`src/rtl/mux_4to1_arb_if.sv`:
```
// mux_4to1_arb_if
// Bundles the request/ready inputs and the select/grant outputs of the
// 4-source round-robin arbiter that steers a downstream 4:1 mux.
//   req   [3:0] : request per source (bit0=a, bit1=b, bit2=c, bit3=d)
//   ready       : downstream accepts the muxed word this cycle
//   sel   [1:0] : downstream mux select (00=a .. 11=d)
//   en          : downstream mux enable, high while a grant is active
//   gnt   [3:0] : one-hot grant, bit index equals sel while en=1
//   valid       : muxed word valid, identical to en
// Modports: master = requester/downstream side, slave = arbiter side.
interface mux_4to1_arb_if;
  logic [3:0] req;
  logic       ready;
  logic [1:0] sel;
  logic       en;
  logic [3:0] gnt;
  logic       valid;

  modport master (output req, output ready,
                  input  sel, input en, input gnt, input valid);
  modport slave  (input  req, input ready,
                  output sel, output en, output gnt, output valid);
endinterface

```
`src/rtl/mux_4to1_arb.sv`:
```
// mux_4to1_arb
// Round-robin arbiter that drives the select/enable of a downstream 4:1 mux.
// A grant is held until the downstream accepts the word (valid && ready);
// on release the priority pointer moves past the released source and, if
// anything is still requesting, a new grant is issued on the same edge.
// Ports:
//   clk   : system clock, rising edge
//   rst_n : asynchronous active-low reset
//   bus   : mux_4to1_arb_if.slave (req, ready in; sel, en, gnt, valid out)
// Parameter:
//   MAX_BURST : transfers per grant when burst lock is built in (1..15)
// Build option:
//   MUX_4TO1_ARB_LOCK_EN : when defined, a source that keeps requesting
//   retains its grant for up to MAX_BURST consecutive transfers.
module mux_4to1_arb #(
  parameter int MAX_BURST = 4
) (
  input  logic            clk,
  input  logic            rst_n,
  mux_4to1_arb_if.slave   bus
);

  localparam logic [0:0] ST_IDLE  = 1'b0;
  localparam logic [0:0] ST_GRANT = 1'b1;

  // Counter saturates here so it can never wrap inside a long grant.
  localparam logic [3:0] BURST_CAP = 4'(MAX_BURST);

  logic [0:0] state_reg, state_next;
  logic [1:0] sel_reg, sel_next;
  logic [1:0] ptr_reg, ptr_next;
  logic [3:0] burst_reg, burst_next;

  logic       any_req;
  logic       transfer;
  logic       keep_grant;
  logic       grant_active;
  logic [1:0] rel_ptr;
  logic [1:0] pick_idle;
  logic [1:0] pick_rel;

  // First requester in the order p, p+1, p+2, p+3 (mod 4). Scanning from
  // the farthest offset down lets the nearest hit overwrite the result.
  function automatic logic [1:0] rr_pick(input logic [3:0] r, input logic [1:0] p);
    logic [1:0] idx;
    logic [1:0] res;
    res = p;
    for (int k = 3; k >= 0; k--) begin
      idx = p + 2'(k);
      if (r[idx]) res = idx;
    end
    return res;
  endfunction

  assign any_req   = |bus.req;
  assign transfer  = (state_reg == ST_GRANT) && bus.ready;
  assign rel_ptr   = sel_reg + 2'd1;
  assign pick_idle = rr_pick(bus.req, ptr_reg);
  // Re-arbitration on release already uses the advanced pointer, so the
  // released source wins again only when it is the sole requester.
  assign pick_rel  = rr_pick(bus.req, rel_ptr);

`ifdef MUX_4TO1_ARB_LOCK_EN
  assign keep_grant = bus.req[sel_reg] &&
                      (({1'b0, burst_reg} + 5'd1) < 5'(MAX_BURST));
`else
  assign keep_grant = 1'b0;
`endif

  always_comb begin
    state_next = state_reg;
    sel_next   = sel_reg;
    ptr_next   = ptr_reg;
    burst_next = burst_reg;
    case (state_reg)
      ST_IDLE: begin
        if (any_req) begin
          state_next = ST_GRANT;
          sel_next   = pick_idle;
          burst_next = 4'd0;
        end
      end
      ST_GRANT: begin
        if (transfer) begin
          if (keep_grant) begin
            burst_next = (burst_reg == BURST_CAP) ? burst_reg : burst_reg + 4'd1;
          end else begin
            ptr_next = rel_ptr;
            if (any_req) begin
              sel_next   = pick_rel;
              burst_next = 4'd0;
            end else begin
              state_next = ST_IDLE;
              burst_next = (burst_reg == BURST_CAP) ? burst_reg : burst_reg + 4'd1;
            end
          end
        end
      end
      default: state_next = ST_IDLE;
    endcase
  end

  always_ff @(posedge clk or negedge rst_n) begin
    if (!rst_n) begin
      state_reg <= ST_IDLE;
      sel_reg   <= 2'd0;
      ptr_reg   <= 2'd0;
      burst_reg <= 4'd0;
    end else begin
      state_reg <= state_next;
      sel_reg   <= sel_next;
      ptr_reg   <= ptr_next;
      burst_reg <= burst_next;
    end
  end

  // Outputs decode straight from registered state, so an asynchronous reset
  // clears them without waiting for a clock edge.
  assign grant_active = (state_reg == ST_GRANT);
  assign bus.en       = grant_active;
  assign bus.valid    = grant_active;
  assign bus.sel      = sel_reg;

  generate
    for (genvar gi = 0; gi < 4; gi++) begin : g_gnt
      assign bus.gnt[gi] = grant_active && (sel_reg == 2'(gi));
    end
  endgenerate

endmodule

```
`src/flat_wrapper.sv`:
```
// flat-port wrapper written by rule: the top's interface ports become plain ports
module mux_4to1_arb_flat 
#(
  parameter int MAX_BURST = 4
)
  (clk, rst_n, bus_req, bus_ready, bus_sel, bus_en, bus_gnt, bus_valid);
  mux_4to1_arb_if bus_i ();
  input  logic clk;
  input  logic rst_n;
  input wire logic [$bits(bus_i.req)-1:0] bus_req;
  input wire logic [$bits(bus_i.ready)-1:0] bus_ready;
  output wire logic [$bits(bus_i.sel)-1:0] bus_sel;
  output wire logic [$bits(bus_i.en)-1:0] bus_en;
  output wire logic [$bits(bus_i.gnt)-1:0] bus_gnt;
  output wire logic [$bits(bus_i.valid)-1:0] bus_valid;
  assign bus_i.req = bus_req;
  assign bus_i.ready = bus_ready;
  assign bus_sel = bus_i.sel;
  assign bus_en = bus_i.en;
  assign bus_gnt = bus_i.gnt;
  assign bus_valid = bus_i.valid;
  mux_4to1_arb #(.MAX_BURST(MAX_BURST)) u_core (.clk(clk), .rst_n(rst_n), .bus(bus_i));
endmodule
```
`config.mk`:
```
export PLATFORM = sky130hd
export DESIGN_NAME = mux_4to1_arb_flat
export DESIGN_NICKNAME = d
export VERILOG_FILES = /design/src/rtl/mux_4to1_arb_if.sv /design/src/rtl/mux_4to1_arb.sv /design/src/flat_wrapper.sv
export SDC_FILE = /design/constraint.sdc
export NUM_CORES = 1
export LEC_CHECK = 0
export BUFFER_PORTS_ARGS = -buffer_cell sky130_fd_sc_hd__clkbuf_2
export CORE_AREA = 2 2 39 41
export CTS_CLUSTER_DIAMETER = 200
export DETAILED_ROUTE_END_ITERATION = 16
export DIE_AREA = 0 0 41 43
export GPL_ROUTABILITY_DRIVEN = 1
export PLACE_DENSITY = 0.67
export SYNTH_ARGS = -nofsm -noshare
export SYNTH_HDL_FRONTEND = slang
export SYNTH_SLANG_ARGS = --single-unit
```
`constraint.sdc`:
```
create_clock -name clk -period 1.63 [get_ports clk]
set_input_delay 0.326 -clock clk [delete_from_list [all_inputs] [get_ports clk]]
set_output_delay 0.326 -clock clk [all_outputs]
set_load 0.01 [all_outputs]
```
==> flow_summary.json <==
{
  "status": "complete, but fails checks",
  "violations": "negative setup slack",
  "cts-htree-levels": 1,
  "ys_ff_latch": 5,
  "place_area_um2": 669,
  "grt_max_degree": 12,
  "ys_warn_count": 0,
  "final_nets": 104,
  "worstPathRequired_ns": 1.74,
  "worst_clock_skew_ns": 0.00322,
  "ys_top_cells_by_count": "6 x nand2_1, 6 x nand2b_1, 5 x dfrtp_1",
  "clk_latency_ns": 0.24,
  "irDropWorstVdd_mv": 0.893,
  "power_leakage_uw": 0.000355,
  "root_buffer": "clkbuf_4",
  "io_pins": 15,
  "design_area_um2": 790,
  "yosysSeqAreaShare": 0.226,
  "vias": 621,
  "syn_inst": 69,
  "grtUsageTotal": 0.180,
  "avgSynthCellArea_um2": 8.01,
  "ff2ff_path_depth": 7,
  "num-fill-cells": 129,
  "synthArstFlopShare": 1.00,
  "max_slew_margin": 0.721,
  "grt_pass1_wl_um": 2150,
  "cp-start-kind": "flop",
  "cp-end-kind": "flop",
  "grt-ovfl-total": 0,
  "cellPowerDensity_nw_per_um2": 1610,
  "syn_nets": 80,
  "rows": 14,
  "path_max_fanout": 7,
  "place_ws_ns": 0.0631,
  "antenna_left": 0,
  "hold_slack_ns": 0.422,
  "slowest_delay_ns": 0.39,
  "fp.dieH_um": 43,
  "cts.clk_slew.worst_paths_ns": 0.04,
  "n_antenna_cell": 0,
  "hold_path_depth": 3,
  "worst_pin_slew_ns": 0.414,
  "grt_setup_unrepaired": "true",
  "synth_area_leaders": "dfrtp_1 23%, ha_1 9.0%, nand2b_1 6.8%",
  "fin_crit_ns": 1.64,
  "die-area_um2": 1760,
  "worst-setup-path-type": "reg -> reg",
  "cts_tree": "yes",
  "drcViolationCount": 0,
  "wire_per_inst_um": 13.2,
  "clock_sinks": 5,
  "core-area_um2": 1380,
  "port_buffers": 14,
  "crit_slowest_cell": "dfrtp_1",
  "wl_um": 1430,
  "worst-path-buf-inv": 2,
  "synth_top_cell_area_share": 0.226,
  "fin_util": 0.571,
  "path_depth": 7,
  "syn_area_um2": 553,
  "grt_pass1_vias": 546,
  "hpwl_um": 1040,
  "crit_family": "flip-flops",
  "worstPathArrival_ns": 1.75,
  "layout_setup_ws_ns": -0.00692,
  "hold_viol_final": 0,
  "dominantRegCellSynth": "dfrtp_1",
  "place_congestion": 0.817,
  "finalMaxSlewViolations": 0,
  "die_x_um": 41,
  "cts_made_buffers": 3,
  "drive_gt1_frac": 0.413,
  "clock.fmax_mhz": 611,
  "synth_edf_count": 0,
  "period_share": 1.00,
  "synth_cell_types": 33,
  "avgViaCountPerCell": 5.75,
  "clock_path_buffers": 2,
  "antenna_found_initial": 0,
  "hp-class": "in -> reg",
  "area_growth_syn_to_layout_pct": 42.8,
  "setup_viol": 1,
  "drt_pass1_iterations": 4,
  "drt-initial-drc-count": 20,
  "maxCapViolations": 0,
  "synth_largest_area_cell": "dfrtp_1",
  "crit_chain": "clkinvlp_4 > buf_6 > ha_4 > and4b_1 > a31oi_1 > a311oi_1 > nand4b_1",
  "start_util": 0.400
}
## cells by family (layout without fill, tap and decap cells)
| family | after synthesis | in the layout | share of synthesized area |
|---|---|---|---|
| AOI/OAI and AO/OA | 17 | 17 | 0.201 |
| adders and majority gates | 4 | 4 | 0.0905 |
| buffers and inverters | 8 | 31 | 0.0701 |
| DFF | 5 | 5 | 0.226 |
| muxes | 1 | 1 | 0.0204 |
| and+or+nand+nor | 34 | 34 | 0.391 |
## final timing paths
| path | startpoint | endpoint | slack, ns |
|---|---|---|---|
| max in group asynchronous | rst_n | u_core.ptr_reg[0] | 1.04 |
| worst max register to register | u_core.bus.sel[0] | u_core.bus.sel[0] | -0.007 |
| worst min register to register | u_core.ptr_reg[0] | u_core.ptr_reg[0] | 0.56 |
| min in group asynchronous | rst_n | u_core.bus.sel[0] | 0.45 |
| worst min-delay path | bus_ready | u_core.bus.en | 0.42 |
| worst max-delay path | u_core.bus.sel[0] | u_core.bus.sel[0] | -0.007 |
## layout by cell type, fill, tap and decap left out, types with 3 or more instances in the layout
cell / netlist / routed
clkbuf_2: 1 / 12
buf_4: 1 / 7
nand2_1: 6 / 6
nand2b_1: 6 / 5
dfrtp_1: 5 / 5
buf_6: 0 / 4
o21ai_0: 3 / 3
a21oi_1: 4 / 3
nor2_1: 3 / 3
clkbuf_4: 0 / 3
## area by class of cell
cell class	count	area (µm²)	share of cell area
tap	16	20.0	0.0254
multi-input combinational	56	435	0.552
timing repair buffer	24	168	0.212
clock buffer	4	26.3	0.0333
inverter	3	15.0	0.0190
sequential	5	125	0.158
## power breakdown
group	switching [µW]	internal, µW	total, µW
Clock	47.1	92.3	139
Combinational	400	506	906
Sequential	53.4	174	227
Total	500	772	1270
## tightest hold or removal path, stage by stage
cell,delay (ns)
clkbuf_2,0.10
nand2b_1,0.13
nand2_1,0.06
## metal layers
metal / part of all wire / vias up / GRT usage
met3: 0.075 / 2 / 0.0628
met4: 0.0056 / 0 / 0.0533
met5: 0 / - / 0
li1: - / 296 / -
met2: 0.51 / 37 / 0.303
met1: 0.41 / 286 / 0.199
## timing repair
item                                    in CTS  in global routing
hold buffers                                 1                  0
endpoints found under the hold margin        5                  0
setup buffers                                3                  1
cloned                                       0                  0
endpoints found under the setup margin       2                  6
pin swaps                                    0                  4
gates resized for setup                      2                 11
## stage by stage
step	TNS, ns	instances	power [µW]
2_1_floorplan	-0.0849	69	699
3_3_place_gp	0	99	882
3_5_place_dp	0	99	909
4_1_cts	-0.0316	107	1120
5_1_grt	-0.244	108	1390
6_report	-0.00692	108	1270
No activity file was read; power rests on OpenSTA's default activity.
